===== config.mk =====
export PLATFORM = sky130hd
export DESIGN_NAME = pc_sequencer
export DESIGN_NICKNAME = d
export VERILOG_FILES = /design/src/rtl/pc_sequencer.sv
export SDC_FILE = /design/constraint.sdc
export NUM_CORES = 1
export LEC_CHECK = 0
export ABC_AREA = 0
export CAP_MARGIN = 20
export CORE_MARGIN = 3
export CORE_UTILIZATION = 40
export CTS_CLUSTER_DIAMETER = 80
export CTS_CLUSTER_SIZE = 30
export DETAILED_ROUTE_END_ITERATION = 8
export PLACE_DENSITY = 0.66
export SYNTH_ARGS = -nofsm -noshare
export SYNTH_HDL_FRONTEND = slang
export SYNTH_SLANG_ARGS = --single-unit

===== constraint.sdc =====
create_clock -name i_clk -period 2.2 [get_ports i_clk]
set_input_delay 0.22 -clock i_clk [delete_from_list [all_inputs] [get_ports i_clk]]
set_output_delay 0.22 -clock i_clk [all_outputs]
set_load 0.05 [all_outputs]

===== src/rtl/pc_sequencer.sv =====
// rtl/pc_sequencer.sv - program counter with hardware return stack
//
// Produces the next instruction address from the control unit's
// jump/call/return strobes and keeps a small LIFO of return addresses.
//
// Ports:
//   i_clk        system clock, rising edge
//   i_rst_n      asynchronous active-low reset
//   i_en         global enable
//   i_PCw        PC write strobe; nothing changes without it
//   i_jump       branch request
//   i_j_mode     branch condition: 00 always, 01 zero, 10 carry, 11 not zero
//   i_call       with a taken jump, push the return address
//   i_return     pop the return address into the PC (highest priority)
//   i_target     branch/call destination
//   i_zero       status zero flag
//   i_carry      status carry flag
//   o_pc         current program counter
//   o_sp         number of valid stack entries
//   o_overflow   sticky: call while stack full (guarded build only)
//   o_underflow  sticky: return while stack empty (guarded build only)
//
// Build option PC_SEQUENCER_STACK_GUARD_EN:
//   defined   - full/empty stack accesses are refused and flagged
//   undefined - circular stack, o_sp saturates, flags tied low

module pc_sequencer #(
  parameter int ADDR_WIDTH  = 10,
  parameter int STACK_DEPTH = 4
) (
  input  logic                           i_clk,
  input  logic                           i_rst_n,
  input  logic                           i_en,
  input  logic                           i_PCw,
  input  logic                           i_jump,
  input  logic [1:0]                     i_j_mode,
  input  logic                           i_call,
  input  logic                           i_return,
  input  logic [ADDR_WIDTH-1:0]          i_target,
  input  logic                           i_zero,
  input  logic                           i_carry,
  output logic [ADDR_WIDTH-1:0]          o_pc,
  output logic [$clog2(STACK_DEPTH):0]   o_sp,
  output logic                           o_overflow,
  output logic                           o_underflow
);

  localparam int IDX_W = $clog2(STACK_DEPTH);
  localparam int SP_W  = IDX_W + 1;

  logic [ADDR_WIDTH-1:0] stack_q [STACK_DEPTH];

  logic                  upd;
  logic                  cond_ok;
  logic                  taken;
  logic                  full;
  logic                  empty;
  logic [ADDR_WIDTH-1:0] pc_inc;
  logic [SP_W-1:0]       sp_dec;
  logic [IDX_W-1:0]      rd_idx;
  logic [IDX_W-1:0]      wr_idx;

  logic [ADDR_WIDTH-1:0] pc_nxt;
  logic [SP_W-1:0]       sp_nxt;
  logic                  push;
  logic                  ovf_set;
  logic                  unf_set;

  assign upd    = i_en & i_PCw;
  assign pc_inc = o_pc + ADDR_WIDTH'(1);
  assign full   = (o_sp == SP_W'(STACK_DEPTH));
  assign empty  = (o_sp == '0);
  assign sp_dec = o_sp - SP_W'(1);
  // Index wraps: pop when empty reads the last slot, push when full writes slot 0.
  assign rd_idx = sp_dec[IDX_W-1:0];
  assign wr_idx = o_sp[IDX_W-1:0];

  always_comb begin
    cond_ok = 1'b1;
    case (i_j_mode)
      2'b00:   cond_ok = 1'b1;
      2'b01:   cond_ok = i_zero;
      2'b10:   cond_ok = i_carry;
      default: cond_ok = ~i_zero;
    endcase
  end

  assign taken = i_jump & cond_ok;

  always_comb begin
    pc_nxt  = o_pc;
    sp_nxt  = o_sp;
    push    = 1'b0;
    ovf_set = 1'b0;
    unf_set = 1'b0;
    if (upd) begin
      if (i_return) begin
`ifdef PC_SEQUENCER_STACK_GUARD_EN
        if (empty) begin
          pc_nxt  = pc_inc;
          unf_set = 1'b1;
        end else begin
          pc_nxt = stack_q[rd_idx];
          sp_nxt = sp_dec;
        end
`else
        pc_nxt = stack_q[rd_idx];
        if (!empty) sp_nxt = sp_dec;
`endif
      end else if (taken) begin
        pc_nxt = i_target;
        if (i_call) begin
`ifdef PC_SEQUENCER_STACK_GUARD_EN
          if (full) begin
            ovf_set = 1'b1;
          end else begin
            push   = 1'b1;
            sp_nxt = o_sp + SP_W'(1);
          end
`else
          push = 1'b1;
          if (!full) sp_nxt = o_sp + SP_W'(1);
`endif
        end
      end else begin
        pc_nxt = pc_inc;
      end
    end
  end

  always_ff @(posedge i_clk or negedge i_rst_n) begin
    if (!i_rst_n) begin
      o_pc <= '0;
      o_sp <= '0;
      for (int i = 0; i < STACK_DEPTH; i++) stack_q[i] <= '0;
    end else begin
      o_pc <= pc_nxt;
      o_sp <= sp_nxt;
      if (push) stack_q[wr_idx] <= pc_inc;
    end
  end

`ifdef PC_SEQUENCER_STACK_GUARD_EN
  always_ff @(posedge i_clk or negedge i_rst_n) begin
    if (!i_rst_n) begin
      o_overflow  <= 1'b0;
      o_underflow <= 1'b0;
    end else begin
      if (ovf_set) o_overflow  <= 1'b1;
      if (unf_set) o_underflow <= 1'b1;
    end
  end
`else
  assign o_overflow  = 1'b0;
  assign o_underflow = 1'b0;
`endif

endmodule


==> results of run 1 <==
-- cell usage after synthesis (2+ instances only) --
master | n | area [um^2]
a311oi_1 | 2 | 17.5
buf_2 | 8 | 40.0
a21oi_1 | 4 | 20.0
nand3_2 | 2 | 20.0
inv_1 | 5 | 18.8
mux4_2 | 7 | 158
clkbuf_1 | 4 | 15.0
nor3_2 | 2 | 20.0
ha_1 | 6 | 75.1
or3_1 | 2 | 12.5
nor2_1 | 7 | 26.3
dfrtp_1 | 53 | 1330
nand4_4 | 4 | 85.1
mux2i_1 | 2 | 20.0
mux2_2 | 11 | 124
buf_6 | 3 | 33.8
a22oi_1 | 4 | 30.0
buf_4 | 4 | 30.0
nand2_1 | 49 | 184
a22o_1 | 2 | 17.5
o22ai_1 | 5 | 31.3
nand2b_1 | 3 | 18.8
a31oi_1 | 7 | 43.8
xor2_1 | 2 | 17.5
xnor2_1 | 7 | 61.3
o21ai_1 | 16 | 80.1
nand3_1 | 5 | 25.0
o31a_1 | 4 | 35.0
o21ai_0 | 27 | 135
-- sequential cells by signal (all words and copies together), names as in the netlist --
name     count
stack_q     40
o_pc        10
o_sp         3
-- power groups by stage --
stage	registers, mW	logic (mW)	clock network, mW
after CTS	1.42	1.58	0.551
after detailed placement	1.44	1.58	0
after global routing	1.46	1.70	0.598
after floorplan	1.65	0.873	0
final	1.43	1.58	0.535
after global placement	1.44	1.56	0
-- routing by layer --
metal  vias up  share of wire, %  global-route usage (%)
li1       1061                 -                       -
met1      1080                45                    23.3
met2        35                52                    29.9
met3         6               2.7                    2.75
met4         0              0.95                    4.21
met5         -                 0                       0
-- how the worst max path moves through the flow --
stage	startpoint	end	slack [ns]	depth (start not counted)
6_report	o_sp[0]$_DFFE_PN0P_	o_sp[0]	0.18	2
5_1_grt	o_sp[1]$_DFFE_PN0P_	o_pc[3]$_DFFE_PN0P_	0.09	6
4_1_cts	o_sp[0]$_DFFE_PN0P_	o_sp[0]	0.15	2
3_5_place_dp	i_j_mode[0]	o_pc[7]$_DFFE_PN0P_	0.08	6
3_3_place_gp	i_j_mode[0]	o_pc[7]$_DFFE_PN0P_	0.08	6
2_1_floorplan	o_sp[0]$_DFFE_PN0P_	o_pc[9]$_DFFE_PN0P_	0.03	10
-- cells by family (layout without fill, tap and decap cells) --
family	Yosys count	count (layout)
buffers and inverters	25	62
AND/OR/NAND/NOR	82	82
other	1	2
XOR/XNOR	9	9
AO/OA/AOI/OAI	78	78
flip-flops	53	53
multiplexers	20	20
adder cells (fa/ha/maj)	6	6
-- repair_timing --
item | CTS | global route
hold endpoints to repair | 25 | 0
endpoints found under the setup margin | 0 | 0
hold buffers | 1 | 0
-- cells in the final DEF, fill, tap and decap left out, drive strengths merged, types with 3 or more instances in the layout --
cell type,count
o21ai,43
clkdlybuf4s50,32
xnor2,7
clkbuf,5
dfrtp,53
a21oi,4
buf,16
nand4,5
o31a,4
nand3,7
a22oi,4
o22ai,5
nor2,7
nand2,50
nand2b,3
mux2,11
nor3,3
a31oi,7
ha,6
mux4,7
inv,6
-- stage by stage --
| step | hold slack [ns] | cells | util (%) | cell area [um^2] | worst slack (ns) |
|---|---|---|---|---|---|
| floorplan | -0.0756 | 275 | - | 2880 | 0.0291 |
| global placement | 0.273 | 400 | 48.5 | 3330 | 0.0821 |
| detailed placement | 0.264 | 400 | 48.5 | 3330 | 0.0775 |
| CTS | 0.461 | 408 | 49.9 | 3430 | 0.148 |
| global route | 0.494 | 408 | 49.9 | 3430 | 0.0863 |
| finish | 0.443 | 408 | 49.9 | 3430 | 0.175 |
-- layout make-up --
type,instances,area [um^2],area share (%)
Timing Repair Buffer,49,473,13.8
Multi-Input combinational cell,197,1400,40.8
Tap cell,96,120,3.50
Clock buffer,5,68.8,2.01
Clock inverter,2,16.3,0.475
Inverter,6,22.5,0.657
Sequential cell,53,1330,38.7
==> results.json, run 1 <==
{
  "power_mw": 3.54,
  "rows": 30,
  "drt-initial-drc-count": 144,
  "fp.dieW_um": 90.6,
  "ys_seq_elements": 53,
  "cp-end-kind": "output pin",
  "synth_compound_area_share_pct": 17.0,
  "synth_cell_types": 46,
  "netSwitchingPower_mw": 1.45,
  "avgSynthCellArea_um2": 10.4,
  "syn_area_um2": 2860,
  "synth_top_family_by_area": "compound AO/OA/AOI/OAI gates",
  "cts_resized": 0,
  "maxSlewHeadroom_pct": 60.6,
  "r2r_cells": 7,
  "synth-adder-area-share_pct": 2.62,
  "portBuffers": 33,
  "grt-ovfl-total": 0,
  "diodes": 0,
  "min_period_ns": 2.02,
  "yosys-mux-area-fraction_pct": 10.5,
  "combPwrFrac_pct": 44.6,
  "worstPathArrival_ns": 1.80,
  "hp-class": "in2async",
  "fin_nets": 339,
  "postCtsSetupRepairBufs": 0,
  "fill_cells": 632,
  "die_y_um": 90.6,
  "worstMarginPinSlew_ns": 0.590,
  "outcome": "completed",
  "drive_above_1_share_pct": 17.6,
  "peakVddDrop_mv": 0.667,
  "synth-warning-count": 0,
  "slew_viol_final": 0,
  "cpPeakStageDelay_ns": 0.86,
  "via_per_inst": 5.35,
  "clkSinkCount": 53,
  "drc": 0,
  "clockBufferDepth": 2,
  "async_reset_ff_share_pct": 100,
  "num_io_pins": 36,
  "cts_root_buf": "clkbuf_8",
  "drt_wl_total_mm": 6.73,
  "synthSimpleGateAreaFrac_pct": 15.6,
  "worstPathCellList": "buf_4 > clkdlybuf4s50_1",
  "synth-edff-count": 0,
  "crit_path_max_fanout": 16,
  "cpMaxStageDelayCell": "clkdlybuf4s50_1",
  "die-area_um2": 8210,
  "dp_hpwl_mm": 5.12,
  "crit_type": "reg2out",
  "vias": 2182,
  "hold_violations": 0,
  "p_clk_share_pct": 15.1,
  "rsz0062_at_grt": "no",
  "required_ns": 1.98,
  "path_clk_slew_ns": 0.10,
  "synth_ff_type": "dfrtp_1",
  "power.leakage_nw": 1.42,
  "cts_made_buffers": 5,
  "grt_use_total_pct": 17.5,
  "insertion_delay_ns": 0.30,
  "antenna_left": 0,
  "wl_per_cell_um": 16.5,
  "grt_max_degree": 29,
  "setup_viol": 0,
  "critical-path-top-delay-family": "buffers and inverters",
  "first_pass_iters": 4,
  "grt_pass1_wl_mm": 11.6,
  "first_global_vias": 2286,
  "routabilityCongestion": 0.800,
  "r2r-end": "o_pc[5]$_DFFE_PN0P_",
  "timing.rr.start": "o_sp[1]$_DFFE_PN0P_",
  "initial_core_util_pct": 41.7,
  "cts_tree": "done",
  "htreeDepth": 2,
  "power_density_nw_per_um2": 1030,
  "fmax_mhz": 494,
  "reg2reg_slack_ns": 0.21,
  "seq_area_frac_synth_pct": 46.3,
  "syn_inst": 274,
  "startpoint_type": "flop",
  "antenna_found_initial": 0,
  "p_int_mw": 2.09,
  "synthXorXnorAreaFrac_pct": 2.75,
  "maxCapViolations": 0,
  "switching_share_pct": 40.9,
  "cp.buffers_inverters": 2,
  "final.setup_skew_ns": 0.00833,
  "setup_tns_ns": 0,
  "core_um2": 6870,
  "syn2layout_area_growth_pct": 19.7,
  "seqPwrFrac_pct": 40.3,
  "finalCritPeriodShare_pct": 92.0
}
Note: power is estimated with default switching activity, not from simulation.
==> inputs of run 2 (changes only) <==
ABC_CLOCK_PERIOD_IN_PS = 2200   (was not set)
==> results of run 2 <==
Final layout, timing and power as in run 1 (identical DEF).
